`src/rtl/instr_fetch_pkg.sv`:
```
// Shared fetch-stage definitions: datapath widths, RV32I opcode values,
// the fetch buffer entry payload and the credit counter width.
package instr_fetch_pkg;

    localparam int unsigned XLEN     = 32;
    localparam int unsigned ILEN     = 32;
    localparam int unsigned OPCODE_W = 7;

    localparam logic [XLEN-1:0] RESET_PC_DEFAULT = 32'h0000_0000;

    // Holds 0..2 for both the in-flight request count and the drop count.
    localparam int unsigned CNT_W = 2;

    // RV32I major opcodes, as seen by the decoder
    localparam logic [OPCODE_W-1:0] OPC_LOAD   = 7'b0000011;
    localparam logic [OPCODE_W-1:0] OPC_IMM    = 7'b0010011;
    localparam logic [OPCODE_W-1:0] OPC_AUIPC  = 7'b0010111;
    localparam logic [OPCODE_W-1:0] OPC_STORE  = 7'b0100011;
    localparam logic [OPCODE_W-1:0] OPC_OP     = 7'b0110011;
    localparam logic [OPCODE_W-1:0] OPC_LUI    = 7'b0110111;
    localparam logic [OPCODE_W-1:0] OPC_BRANCH = 7'b1100011;
    localparam logic [OPCODE_W-1:0] OPC_JALR   = 7'b1100111;
    localparam logic [OPCODE_W-1:0] OPC_JAL    = 7'b1101111;

    // One buffered instruction together with the PC it was fetched from
    typedef struct packed {
        logic [XLEN-1:0] pc;
        logic [ILEN-1:0] instr;
    } fetch_entry_t;

endpackage

```
`src/rtl/instr_fetch_if.sv`:
```
// Fetch-stage bus bundle.
//   imem_req_*  : word read requests to instruction memory (valid/ready)
//   imem_rsp_*  : in-order read data returning from instruction memory
//   redirect_*  : PC change from branch/jump resolution
//   dec_*       : instruction stream to decode (valid/ready)
// master = fetch stage, slave = memory / resolver / decoder side.
interface instr_fetch_if;
    import instr_fetch_pkg::*;

    logic                imem_req_valid;
    logic [XLEN-1:0]     imem_req_addr;
    logic                imem_req_ready;
    logic                imem_rsp_valid;
    logic [ILEN-1:0]     imem_rsp_data;
    logic                redirect_valid;
    logic [XLEN-1:0]     redirect_pc;
    logic                dec_valid;
    logic                dec_ready;
    logic [XLEN-1:0]     dec_pc;
    logic [ILEN-1:0]     dec_instr;
    logic [OPCODE_W-1:0] dec_opcode;

    modport master (
        output imem_req_valid, imem_req_addr,
        input  imem_req_ready,
        input  imem_rsp_valid, imem_rsp_data,
        input  redirect_valid, redirect_pc,
        output dec_valid, dec_pc, dec_instr, dec_opcode,
        input  dec_ready
    );

    modport slave (
        input  imem_req_valid, imem_req_addr,
        output imem_req_ready,
        output imem_rsp_valid, imem_rsp_data,
        output redirect_valid, redirect_pc,
        input  dec_valid, dec_pc, dec_instr, dec_opcode,
        output dec_ready
    );

endinterface

```
`src/rtl/instr_fetch_fifo.sv`:
```
// Two-entry instruction buffer of {pc, instr} with synchronous flush.
//   i_push/i_data : write one entry (caller guarantees a free slot)
//   i_pop         : drop the head entry (ignored when empty)
//   i_flush       : discard everything; overrides push and pop
//   o_head        : current head entry (straight from storage)
//   o_count/o_empty/o_full : occupancy
module instr_fetch_fifo
    import instr_fetch_pkg::*;
(
    input  logic             clk,
    input  logic             rst_n,
    input  logic             i_flush,
    input  logic             i_push,
    input  fetch_entry_t     i_data,
    input  logic             i_pop,
    output fetch_entry_t     o_head,
    output logic [CNT_W-1:0] o_count,
    output logic             o_empty,
    output logic             o_full
);

    fetch_entry_t     r_mem [2];
    logic             r_rd_ptr;
    logic             r_wr_ptr;
    logic [CNT_W-1:0] r_count;
    logic             w_pop;

    assign w_pop   = i_pop && (r_count != '0);
    assign o_head  = r_mem[r_rd_ptr];
    assign o_count = r_count;
    assign o_empty = (r_count == '0);
    assign o_full  = (r_count == CNT_W'(2));

    // Storage, pointers and occupancy
    always_ff @(posedge clk or negedge rst_n) begin
        if (!rst_n) begin
            for (int i = 0; i < 2; i++) begin
                r_mem[i] <= '0;
            end
            r_rd_ptr <= 1'b0;
            r_wr_ptr <= 1'b0;
            r_count  <= '0;
        end else if (i_flush) begin
            r_rd_ptr <= 1'b0;
            r_wr_ptr <= 1'b0;
            r_count  <= '0;
        end else begin
            if (i_push) begin
                r_mem[r_wr_ptr] <= i_data;
                r_wr_ptr        <= ~r_wr_ptr;
            end
            if (w_pop) begin
                r_rd_ptr <= ~r_rd_ptr;
            end
            r_count <= r_count + CNT_W'(i_push) - CNT_W'(w_pop);
        end
    end

endmodule

```
`src/rtl/instr_fetch.sv`:
```
// RV32I fetch stage: owns the PC, issues word reads to instruction memory
// under a 2-credit limit, tags responses with their request PC, buffers
// them and presents {pc, instr, opcode} to decode. Redirects flush the
// buffer and discard every response still in flight.
//   clk, rst_n : clock, asynchronous active-low reset
//   io_bus     : instr_fetch_if.master (imem request/response, redirect, decode)
module instr_fetch
    import instr_fetch_pkg::*;
#(
    parameter logic [XLEN-1:0] RESET_PC   = RESET_PC_DEFAULT,
    parameter int unsigned     FIFO_DEPTH = 2
) (
    input  logic           clk,
    input  logic           rst_n,
    instr_fetch_if.master  io_bus
);

    localparam int unsigned SUM_W = CNT_W + 1;

    logic [XLEN-1:0]  r_pc;
    logic [CNT_W-1:0] r_outstanding;
    logic [CNT_W-1:0] r_drop_cnt;
    logic [XLEN-1:0]  r_tag [2];

    logic [XLEN-1:0]  w_tag_nxt [2];
    logic [CNT_W-1:0] w_drop_nxt;
    logic [CNT_W-1:0] w_fifo_count;
    logic [SUM_W-1:0] w_credit_sum;
    logic [XLEN-1:0]  w_redirect_pc;
    logic             w_req_valid;
    logic             w_accept;
    logic             w_rsp;
    logic             w_push;
    logic             w_pop;
    logic             w_empty;
    logic             w_full;
    logic             w_wr_idx;
    fetch_entry_t     w_push_data;
    fetch_entry_t     w_head;

    // Credit: requests in flight plus buffered entries never exceed the buffer size
    assign w_credit_sum  = {1'b0, r_outstanding} + {1'b0, w_fifo_count};
    assign w_req_valid   = rst_n && !io_bus.redirect_valid
                           && (w_credit_sum < SUM_W'(FIFO_DEPTH));
    assign w_accept      = w_req_valid && io_bus.imem_req_ready;
    assign w_redirect_pc = io_bus.redirect_pc & ~32'h3;

    // A response in a redirect cycle is stale even when no drops are pending
    assign w_rsp  = io_bus.imem_rsp_valid;
    assign w_push = w_rsp && !io_bus.redirect_valid && (r_drop_cnt == '0);
    assign w_pop  = !w_empty && io_bus.dec_ready;

    assign w_push_data.pc    = r_tag[0];
    assign w_push_data.instr = io_bus.imem_rsp_data;

    assign io_bus.imem_req_valid = w_req_valid;
    assign io_bus.imem_req_addr  = r_pc;
    assign io_bus.dec_valid      = !w_empty;
    assign io_bus.dec_pc         = w_head.pc;
    assign io_bus.dec_instr      = w_head.instr;
    assign io_bus.dec_opcode     = w_head.instr[OPCODE_W-1:0];

    // Tag queue slot for a new request: slot 0 once the oldest leaves, else after it
    assign w_wr_idx = !w_rsp && (r_outstanding != '0);

    // Tag queue update: pop oldest on response, append PC on acceptance
    always_comb begin
        w_tag_nxt = r_tag;
        if (w_rsp) begin
            w_tag_nxt[0] = r_tag[1];
        end
        if (w_accept) begin
            w_tag_nxt[w_wr_idx] = r_pc;
        end
    end

    // Drop count: redirect reloads it with what remains in flight after this cycle
    always_comb begin
        w_drop_nxt = r_drop_cnt;
        if (io_bus.redirect_valid) begin
            w_drop_nxt = r_outstanding - CNT_W'(w_rsp);
        end else if (w_rsp && (r_drop_cnt != '0)) begin
            w_drop_nxt = r_drop_cnt - CNT_W'(1);
        end
    end

    // PC, credit counter, drop counter and tag queue
    always_ff @(posedge clk or negedge rst_n) begin
        if (!rst_n) begin
            r_pc          <= RESET_PC;
            r_outstanding <= '0;
            r_drop_cnt    <= '0;
            r_tag[0]      <= '0;
            r_tag[1]      <= '0;
        end else begin
            if (io_bus.redirect_valid) begin
                r_pc <= w_redirect_pc;
            end else if (w_accept) begin
                r_pc <= r_pc + 32'd4;
            end
            r_outstanding <= r_outstanding + CNT_W'(w_accept) - CNT_W'(w_rsp);
            r_drop_cnt    <= w_drop_nxt;
            r_tag         <= w_tag_nxt;
        end
    end

    // The credit rule leaves a free slot for every accepted response
    always_ff @(posedge clk) begin
        if (rst_n && w_push && !w_pop) begin
            assert (!w_full);
        end
    end

    instr_fetch_fifo u_fifo (
        .clk     (clk),
        .rst_n   (rst_n),
        .i_flush (io_bus.redirect_valid),
        .i_push  (w_push),
        .i_data  (w_push_data),
        .i_pop   (w_pop),
        .o_head  (w_head),
        .o_count (w_fifo_count),
        .o_empty (w_empty),
        .o_full  (w_full)
    );

endmodule

```
`src/flat_wrapper.sv`:
```
// flat-port wrapper written by rule: the top's interface ports become plain ports
module instr_fetch_flat import instr_fetch_pkg::*;
#(
    parameter logic [XLEN-1:0] RESET_PC   = RESET_PC_DEFAULT,
    parameter int unsigned     FIFO_DEPTH = 2
)
  (clk, rst_n, io_bus_imem_req_valid, io_bus_imem_req_addr, io_bus_imem_req_ready, io_bus_imem_rsp_valid, io_bus_imem_rsp_data, io_bus_redirect_valid, io_bus_redirect_pc, io_bus_dec_valid, io_bus_dec_pc, io_bus_dec_instr, io_bus_dec_opcode, io_bus_dec_ready);
  instr_fetch_if io_bus_i ();
  input  logic clk;
  input  logic rst_n;
  output wire logic [$bits(io_bus_i.imem_req_valid)-1:0] io_bus_imem_req_valid;
  output wire logic [$bits(io_bus_i.imem_req_addr)-1:0] io_bus_imem_req_addr;
  input wire logic [$bits(io_bus_i.imem_req_ready)-1:0] io_bus_imem_req_ready;
  input wire logic [$bits(io_bus_i.imem_rsp_valid)-1:0] io_bus_imem_rsp_valid;
  input wire logic [$bits(io_bus_i.imem_rsp_data)-1:0] io_bus_imem_rsp_data;
  input wire logic [$bits(io_bus_i.redirect_valid)-1:0] io_bus_redirect_valid;
  input wire logic [$bits(io_bus_i.redirect_pc)-1:0] io_bus_redirect_pc;
  output wire logic [$bits(io_bus_i.dec_valid)-1:0] io_bus_dec_valid;
  output wire logic [$bits(io_bus_i.dec_pc)-1:0] io_bus_dec_pc;
  output wire logic [$bits(io_bus_i.dec_instr)-1:0] io_bus_dec_instr;
  output wire logic [$bits(io_bus_i.dec_opcode)-1:0] io_bus_dec_opcode;
  input wire logic [$bits(io_bus_i.dec_ready)-1:0] io_bus_dec_ready;
  assign io_bus_imem_req_valid = io_bus_i.imem_req_valid;
  assign io_bus_imem_req_addr = io_bus_i.imem_req_addr;
  assign io_bus_i.imem_req_ready = io_bus_imem_req_ready;
  assign io_bus_i.imem_rsp_valid = io_bus_imem_rsp_valid;
  assign io_bus_i.imem_rsp_data = io_bus_imem_rsp_data;
  assign io_bus_i.redirect_valid = io_bus_redirect_valid;
  assign io_bus_i.redirect_pc = io_bus_redirect_pc;
  assign io_bus_dec_valid = io_bus_i.dec_valid;
  assign io_bus_dec_pc = io_bus_i.dec_pc;
  assign io_bus_dec_instr = io_bus_i.dec_instr;
  assign io_bus_dec_opcode = io_bus_i.dec_opcode;
  assign io_bus_i.dec_ready = io_bus_dec_ready;
  instr_fetch #(.RESET_PC(RESET_PC), .FIFO_DEPTH(FIFO_DEPTH)) u_core (.clk(clk), .rst_n(rst_n), .io_bus(io_bus_i));
endmodule
```
`config.mk`:
```
export PLATFORM = sky130hd
export DESIGN_NAME = instr_fetch_flat
export DESIGN_NICKNAME = d
export VERILOG_FILES = /design/src/rtl/instr_fetch_pkg.sv /design/src/rtl/instr_fetch_if.sv /design/src/rtl/instr_fetch_fifo.sv /design/src/rtl/instr_fetch.sv /design/src/flat_wrapper.sv
export SDC_FILE = /design/constraint.sdc
export NUM_CORES = 1
export LEC_CHECK = 0
export ABC_AREA = 1
export ABC_CLOCK_PERIOD_IN_PS = 4200
export CORE_MARGIN = 2
export CORE_UTILIZATION = 41
export DETAILED_ROUTE_END_ITERATION = 10
export SLEW_MARGIN = 20
export SYNTH_ARGS = -nofsm -noshare
export SYNTH_HDL_FRONTEND = slang
export SYNTH_HIERARCHICAL = 1
export SYNTH_SLANG_ARGS = --single-unit
export TNS_END_PERCENT = 10
```
`constraint.sdc`:
```
create_clock -name clk -period 4.2 [get_ports clk]
set_input_delay 0.63 -clock clk [delete_from_list [all_inputs] [get_ports clk]]
set_output_delay 0.63 -clock clk [all_outputs]
set_load 0.01 [all_outputs]
```
After elaboration in Yosys (flattened, before gate mapping). Cells that the tools add are included.

Multiplexer cells: 20. Reduce and logical (&&, ||, !) cells: 24. $lt $le $gt $ge: 6. Bitwise gates (word level): 6. Add/sub/neg operators: 8.

Operators by type and width (number): $mux 64 (5); $bwmux 128 (1); $mux 32 (4); $bwmux 64 (1); $demux 64 s1 (1); $add 32x3->32 const B (1); $demux 32 s1 (1); $reduce_bool 2->1 (7); $logic_and 1x1->1 (11); $ge 2x2->1 const B (3); $mux 2 (3); $not 1->2 (3); $sub 2x1->2 (3); $add 2x1->2 (2); $logic_not 2->1 (2); $lt 2x1->1 const B (2); $mux 1 (4); $add 2x2->3 (1); $logic_not 1->1 (3); $lt 3x2->1 const B (1); $not 1->1 (3); $reduce_and 2->1 (1); $sub 2x1->2 const B (1).

Flip-flop bits (word level): 232. Input bits: 70. Word-level logic and storage cells: 76.

Logic depth before layout (Yosys ltp). Gate-level depths: netlist of run 1.

Depth after elaboration: 9. Mapped depth: 12.

Modules after synthesis. The synthesis of run 1 kept the hierarchy.

Modules (own cells, without submodules): instr_fetch_fifo (cells an instance 715, instances 1, area an instance 6317.3 µm², sequential area each 3303.2 µm²); instr_fetch (cells an instance 679, instances 1, area an instance 5200.0 µm², sequential area each 2402.3 µm²).

Worst setup path after synthesis of run 1. OpenSTA, ideal clock, no wires.

Path kind: in2reg. From: in io_bus_imem_rsp_valid. To: reg u_core/u_fifo/r_mem[57] in the netlist's numbering. Data required time: 4.082 ns. Cell stages on the path: 9. Setup time: 0.118 ns. Arrival time: 2.203 ns. Buffers on the path: 4. Setup slack: 1.879 ns. Cells stage by stage: clkbuf_1 > inv_2 > clkbuf_1 > nor3_1 > nand3_2 > buf_4 > buf_6 > nand2_1 > o21ai_2.

Cells in the longest elaborated chain, start to end: 3.

Ends and longest elaborated chain: from (decl) (line flat_wrapper.sv:14) `input wire logic [$bits(io_bus_i.imem_rsp_valid)-1:0] io_bus_imem_rsp_valid;`; $logic_and 1x1->1 (2 in series) (line instr_fetch.sv:50) `assign w_push = w_rsp && !io_bus.redirect_valid && (r_drop_cnt == '0);`; named net u_core.w_push (line instr_fetch.sv:33) `logic w_push;`; $reduce_and 2->1 (no line); to (signal, indexed assignment) (line instr_fetch_fifo.sv:49) `r_mem[r_wr_ptr] <= i_data;`; to (decl) (line instr_fetch_fifo.sv:22) `fetch_entry_t r_mem [2];`.

The timed path passes the listed nets, and every way through them passes these cells. A chain may end at the register's enable or synchronous reset.

Worst setup path after layout of run 1.
From: reg u_core.u_fifo.r_rd_ptr. To: out io_bus_dec_pc[31].

Cells in the longest elaborated chain, start to end: 4.

Ends and longest elaborated chain: from (decl) (line instr_fetch_fifo.sv:23) `logic r_rd_ptr;`; from (signal assigned) (line instr_fetch_fifo.sv:53) `r_rd_ptr <= ~r_rd_ptr;`; $not 1->2 (not written as such) (line instr_fetch_fifo.sv:29) `assign o_head = r_mem[r_rd_ptr];`; $mux 64 (not written as such) (3 in series) (line instr_fetch_fifo.sv:29); to (decl) (line flat_wrapper.sv:19) `output wire logic [$bits(io_bus_i.dec_pc)-1:0] io_bus_dec_pc;`.

Every way passes these cells. The select of a mux whose other input is x is not followed.

==> impl_metrics.env, run 1 <==
export IMPL_status="completed"
export IMPL_port_buffers=170
export IMPL_pwr_share_clk=0.286
export IMPL_fin_crit_sh=0.7601
export IMPL_grt_pass1_wl_um=45280
export IMPL_period_needed_ps=3192
export IMPL_core_area_um2=27710
export IMPL_fmax_ghz=0.3132
export IMPL_crit_fanout=34
export IMPL_seqCellArea_um2=5707
export IMPL_gp_congestion=0.8153
export IMPL_setup_ws_ps=1008
export IMPL_crit_arrival_ps=2560
export IMPL_dieArea_um2=29440
export IMPL_layout_drive_gt1_share=0.1385
export IMPL_cts_max_level=1
export IMPL_finalSetupViolCount=0
export IMPL_crit_path_start_kind="flop"
export IMPL_cts_buffers=26
export IMPL_cts_sinks=228
export IMPL_multi_input_area_um2=4687
export IMPL_gr_total_overflow=0
export IMPL_ant_nets=0
export IMPL_dp_cells=1883
export IMPL_io_pins=175
export IMPL_ir_worst_vdd_mv=0.2638
export IMPL_grt_antenna_before_repair=0
export IMPL_static_leakage_power_nw=6.832
export IMPL_totalWireLength_um=27360
export IMPL_dp_slack_ps=901.4
export IMPL_total_power_mw=8.178
export IMPL_maxCapViolations=0
export IMPL_syn_area_um2=11510
export IMPL_grt_setup_unrepaired="false"
export IMPL_cts_resized=0
export IMPL_drv_slew=0
export IMPL_holdWs_ps=29.88
export IMPL_post_cts_buffers=0
export IMPL_dpl_hpwl_um=18390
export IMPL_vias=9083
export IMPL_p_sw_frac=0.3180
export IMPL_hold_path_class="input pin to asynchronous set/reset pin"
export IMPL_worst_slew_pin_slew_ps=881.4
export IMPL_layout_nets=1611
export IMPL_clkLatencyLatePin_ps=520
export IMPL_required_ps=3570
export IMPL_p_per_area_nw_per_um2=576.3
export IMPL_synthCells=1393
export IMPL_track_usage=0.1896
export IMPL_clk_pin_slew_ps=60
export IMPL_dieWidth_um=171.6
export IMPL_initial_core_util=0.4156
export IMPL_syn_to_final_growth_pct=23.26
export IMPL_switchingPower_mw=2.600
export IMPL_syn_avg_cell_area_um2=8.265
export IMPL_clock_path_buffers=3
export IMPL_first_iter_violations=768
export IMPL_hold_viol_final=0
export IMPL_critical_path_class="flop to primary output"
export IMPL_grt_max_degree=70
export IMPL_fin_cells=1930
export IMPL_vias_per_cell=4.706
export IMPL_fin_setup_tns_ps=0
export IMPL_die_h_um=171.6
export IMPL_p_seq_frac=0.407
export IMPL_intPower_mw=5.578
export IMPL_first_global_vias=8844
export IMPL_slew_limit_headroom=0.4124
export IMPL_cts_hold_buf=0
export IMPL_synth_warnings=6
export IMPL_drc_errors=0
export IMPL_antenna_cells=0
export IMPL_row_count=61
export IMPL_finClkSkew_ps=16.63
export IMPL_p_comb_frac=0.307
export IMPL_end_kind="primary output"
export IMPL_routedWlPerCell_um=14.18
export IMPL_dr_pass1_iters=6
export IMPL_fillers=2686
export IMPL_clock_root_buffer="clkbuf_16"
export IMPL_cts_tree="built"
layout by cell type, fill, tap and decap left out, types with 2 or more instances in the layout:
cell,count
nor2_2,2
clkbuf_16,27
clkbuf_1,5
clkinv_2,4
o21ai_2,138
nor2_1,79
clkdlybuf4s50_1,169
o211ai_1,5
dfrtp_1,227
xnor2_1,3
o21ai_1,12
conb_1,2
inv_1,135
and2_1,2
a31oi_1,30
nand3_1,50
o21ai_0,35
bufinv_16,3
xor2_1,3
nand2_1,561
a21oi_1,4
buf_12,3
ha_1,7
clkbuf_8,7
nor3_1,4
buf_4,17
inv_2,3
layout make-up:
type / instances / area share
inverter: 139 / 0.03677
timing repair buffer: 190 / 0.1335
clock inverter: 8 / 0.008288
sequential: 228 / 0.4021
multi-input combinational: 948 / 0.3303
tap: 378 / 0.03333
clock buffer: 39 / 0.05572
power groups by stage:
stage,Sequential (mW),Combinational [mW],Clock (mW)
after floorplan,3.24,1.57,0
after global placement,3.34,2.49,0
after detailed placement,3.35,2.54,0
after CTS,3.32,2.55,2.41
after global routing,3.42,2.83,2.51
final,3.33,2.51,2.34
flip-flops by register name, summed over array words and instances, names as in the netlist:
signal / cells
u_core/u_fifo/r_mem: 128
u_core/r_outstanding: 2
u_core/u_fifo/o_count: 2
u_core/u_fifo/r_wr_ptr: 1
u_core/r_drop_cnt: 2
u_core/u_fifo/r_rd_ptr: 1
u_core/io_bus.imem_req_addr: 30
u_core/r_tag: 62
final timing paths:
kind                                                     start                                   to  slack, ps  depth (start not counted)
max in group asynchronous                                rst_n   u_core/u_fifo/r_rd_ptr$_DFFE_PN0P_       2910                          2
min reg2reg                u_core/u_fifo/r_mem[65]$_DFFE_PN0P_  u_core/u_fifo/r_mem[65]$_DFFE_PN0P_        480                          2
max reg2reg                  u_core/r_outstanding[0]$_DFF_PN0_         u_core/r_tag[16]$_DFFE_PN0P_       1490                          9
min in group clk           u_core/u_fifo/r_mem[65]$_DFFE_PN0P_  u_core/u_fifo/r_mem[65]$_DFFE_PN0P_        480                          2
min                                                      rst_n  u_core/u_fifo/r_mem[90]$_DFFE_PN0P_         30                          1
max                         u_core/u_fifo/r_rd_ptr$_DFFE_PN0P_                    io_bus_dec_pc[31]       1010                          5
per-stage QoR:
step	util	instance area (µm²)
final	0.5122	14190
after CTS	0.5120	14190
after global placement	0.4792	13280
after global routing	0.5122	14190
after floorplan	-	11520
after detailed placement	0.4792	13280
per-layer routing:
layer | global-route usage | routed length [µm]
met3 | 0.02945 | 1488
met5 | 0 | 0
met2 | 0.2989 | 12000
met1 | 0.2757 | 13360
met4 | 0.04237 | 512
critical path, stage by stage, from the launching register on:
cell             delay, ps
dfrtp_2                400
inv_2                  510
buf_4                  380
nand2_1                 70
nand2_1                 70
clkdlybuf4s50_1        610
Power figures use the tool's default switching activity.
==> inputs of run 2 (changes only) <==
--- a/config.mk
+++ b/config.mk
@@ -6,7 +6,7 @@
 export NUM_CORES = 1
 export LEC_CHECK = 0
 export ABC_AREA = 1
-export ABC_CLOCK_PERIOD_IN_PS = 4200
+export ABC_CLOCK_PERIOD_IN_PS = 3200
 export CORE_MARGIN = 2
 export CORE_UTILIZATION = 41
 export DETAILED_ROUTE_END_ITERATION = 10
==> constraint.sdc (replaced) <==
create_clock -name clk -period 3.2 [get_ports clk]
set_input_delay 0.48 -clock clk [delete_from_list [all_inputs] [get_ports clk]]
set_output_delay 0.48 -clock clk [all_outputs]
set_load 0.01 [all_outputs]
==> run 2 against run 1 <==
Final area down 0.16%. Utilization down 0.081 points. Combinational power increased by 32%. Via count is 0.47% higher. Routed wire length shrank 0.12%. Count of clock-buffer cells in the layout did not move. Register-to-register slack worse by 720 ps.
==> impl_metrics.env, run 2 (synthesized netlist as in run 1, its figures left out) <==
export IMPL_dieArea_um2=29440
export IMPL_first_global_vias=8647
export IMPL_cts_resized=0
export IMPL_clock_root_buffer="clkbuf_16"
export IMPL_finalSetupViolCount=0
export IMPL_dp_slack_ps=430.1
export IMPL_fillers=2677
export IMPL_antenna_cells=0
export IMPL_period_needed_ps=2933
export IMPL_ir_worst_vdd_mv=0.3002
export IMPL_static_leakage_power_nw=6.807
export IMPL_crit_fanout=4
export IMPL_crit_top_cell="inv_1"
export IMPL_initial_core_util=0.4156
export IMPL_cts_hold_buf=1
export IMPL_drv_slew=0
export IMPL_cts_max_level=1
export IMPL_regMostFlops="u_core/u_fifo/r_mem"
export IMPL_layout_common_cells="561 x nand2_1, 227 x dfrtp_1, 169 x clkdlybuf4s50_1"
export IMPL_fin_setup_tns_ps=0
export IMPL_cts_buffers=26
export IMPL_p_comb_frac=0.312
export IMPL_slew_limit_headroom=0.3456
export IMPL_setup_ws_ps=266.6
export IMPL_dpl_instance_area_um2=13320
export IMPL_hold_path_class="input pin to asynchronous set/reset pin"
export IMPL_post_cts_buffers=0
export IMPL_p_seq_frac=0.411
export IMPL_critical_path_class="flop to primary output"
export IMPL_totalWireLength_um=27330
export IMPL_critPathSlowestCell="clkdlybuf4s50_1"
export IMPL_p_per_area_nw_per_um2=746.8
export IMPL_crit_chain="nand2_1 > inv_1 > fa_1 > nor2_8 > nand3_2 > inv_1 > clkdlybuf4s50_1"
export IMPL_grt_max_degree=141
export IMPL_clk_pin_slew_ps=60
export IMPL_gp_congestion=0.8186
export IMPL_fmax_ghz=0.3409
export IMPL_maxCapViolations=0
export IMPL_core_area_um2=27710
export IMPL_layout_drive_gt1_share=0.1354
export IMPL_fin_crit_sh=0.9167
export IMPL_dpl_hpwl_um=18120
export IMPL_cp_slowest_stage_delay_ps=530
export IMPL_r2r_end="u_core/r_tag[21]$_DFFE_PN0P_"
export IMPL_total_power_mw=10.58
export IMPL_seqCellArea_um2=5707
export IMPL_crit_path_start_kind="flop"
export IMPL_row_count=61
export IMPL_first_iter_violations=707
export IMPL_grt_setup_unrepaired="false"
export IMPL_syn_to_final_growth_pct=23.06
export IMPL_p_sw_frac=0.3216
export IMPL_crit_arrival_ps=2450
export IMPL_status="completed"
export IMPL_rr_startpoint="u_core/r_outstanding[0]$_DFF_PN0_"
export IMPL_end_kind="primary output"
export IMPL_intPower_mw=7.179
export IMPL_switchingPower_mw=3.403
export IMPL_finClkSkew_ps=7.607
export IMPL_routedWlPerCell_um=14.17
export IMPL_layout_nets=1612
export IMPL_clkLatencyLatePin_ps=520
export IMPL_io_pins=175
export IMPL_dr_pass1_iters=6
export IMPL_fin_area_um2=14170
export IMPL_die_h_um=171.6
export IMPL_reg2regPathDepth=9
export IMPL_clock_path_buffers=3
export IMPL_layout_commonest_cell="nand2_1"
export IMPL_vias_per_cell=4.731
export IMPL_port_buffers=170
export IMPL_drc_errors=0
export IMPL_worst_slew_pin_slew_ps=981.7
export IMPL_ant_nets=0
export IMPL_track_usage=0.1881
export IMPL_vias=9126
export IMPL_gr_total_overflow=0
export IMPL_dieWidth_um=171.6
export IMPL_required_ps=2720
export IMPL_rrSetupSlack_ps=770
export IMPL_multi_input_area_um2=4682
export IMPL_grt_pass1_wl_um=44710
export IMPL_cts_sinks=228
export IMPL_pwr_share_clk=0.276
export IMPL_grt_antenna_before_repair=0
export IMPL_cts_tree="built"
export IMPL_largest_reg_flops=128
export IMPL_hold_viol_final=0
## run 2: cell types whose count changed in the layout (fill, tap and decap cells not counted), sizes merged
cell	before	now
dlygate4sd3	0	1
clkinv	5	4
bufinv	3	2
## run 2: critical path, delay by kind of cell (launching register included)
kind,cells,cell delay (ps)
adders and majority gates,1,520
DFF,1,420
and+or+nand+nor,3,320
buffers and inverters,3,670
## run 2: per-stage QoR
stage,hold WS (ps),utilization,cells
6_report,393.6,0.5114,1929
5_1_grt,375.0,0.5114,1929
4_1_cts,373.3,0.5114,1929
3_5_place_dp,313.3,0.4806,1883
3_3_place_gp,312.4,0.4806,1883
2_1_floorplan,184.4,-,1394
## run 2: layer usage
layer	track usage	part of all wire	wire (µm)	up-vias
li1	-	-	-	4659
met5	0	0	0	-
met4	0.04974	0.021	575	0
met1	0.2829	0.50	13740	4191
met2	0.2860	0.42	11610	238
met3	0.02370	0.051	1404	38
## run 2: power by group through the flow
stage / registers, mW / logic (mW) / clock network (mW)
floorplan: 4.25 / 2.06 / 0
global placement: 4.37 / 3.27 / 0
detailed placement: 4.39 / 3.34 / 0
CTS: 4.35 / 3.36 / 3.02
global route: 4.47 / 3.72 / 3.13
finish: 4.35 / 3.31 / 2.92
## run 2: worst max path at each step
| stage | from | to | depth (start not counted) |
|---|---|---|---|
| global placement | io_bus_redirect_valid | u_core/u_fifo/r_mem[41]$_DFFE_PN0P_ | 7 |
| detailed placement | io_bus_redirect_valid | u_core/u_fifo/r_mem[39]$_DFFE_PN0P_ | 7 |
| floorplan | io_bus_imem_rsp_valid | u_core/u_fifo/r_mem[57]$_DFFE_PN0P_ | 9 |
| global route | u_core/u_fifo/r_rd_ptr$_DFFE_PN0P_ | io_bus_dec_pc[16] | 5 |
| CTS | u_core/r_outstanding[0]$_DFF_PN0_ | io_bus_imem_req_valid | 7 |
| finish | u_core/r_outstanding[0]$_DFF_PN0_ | io_bus_imem_req_valid | 7 |
## run 2: final cells by class
type                            count  share of cell area
Clock buffer                       39             0.05369
Clock inverter                      6            0.005828
Inverter                          139             0.03682
Multi-Input combinational cell    948              0.3304
Sequential cell                   228              0.4028
Tap cell                          378             0.03338
Timing Repair Buffer              191              0.1371
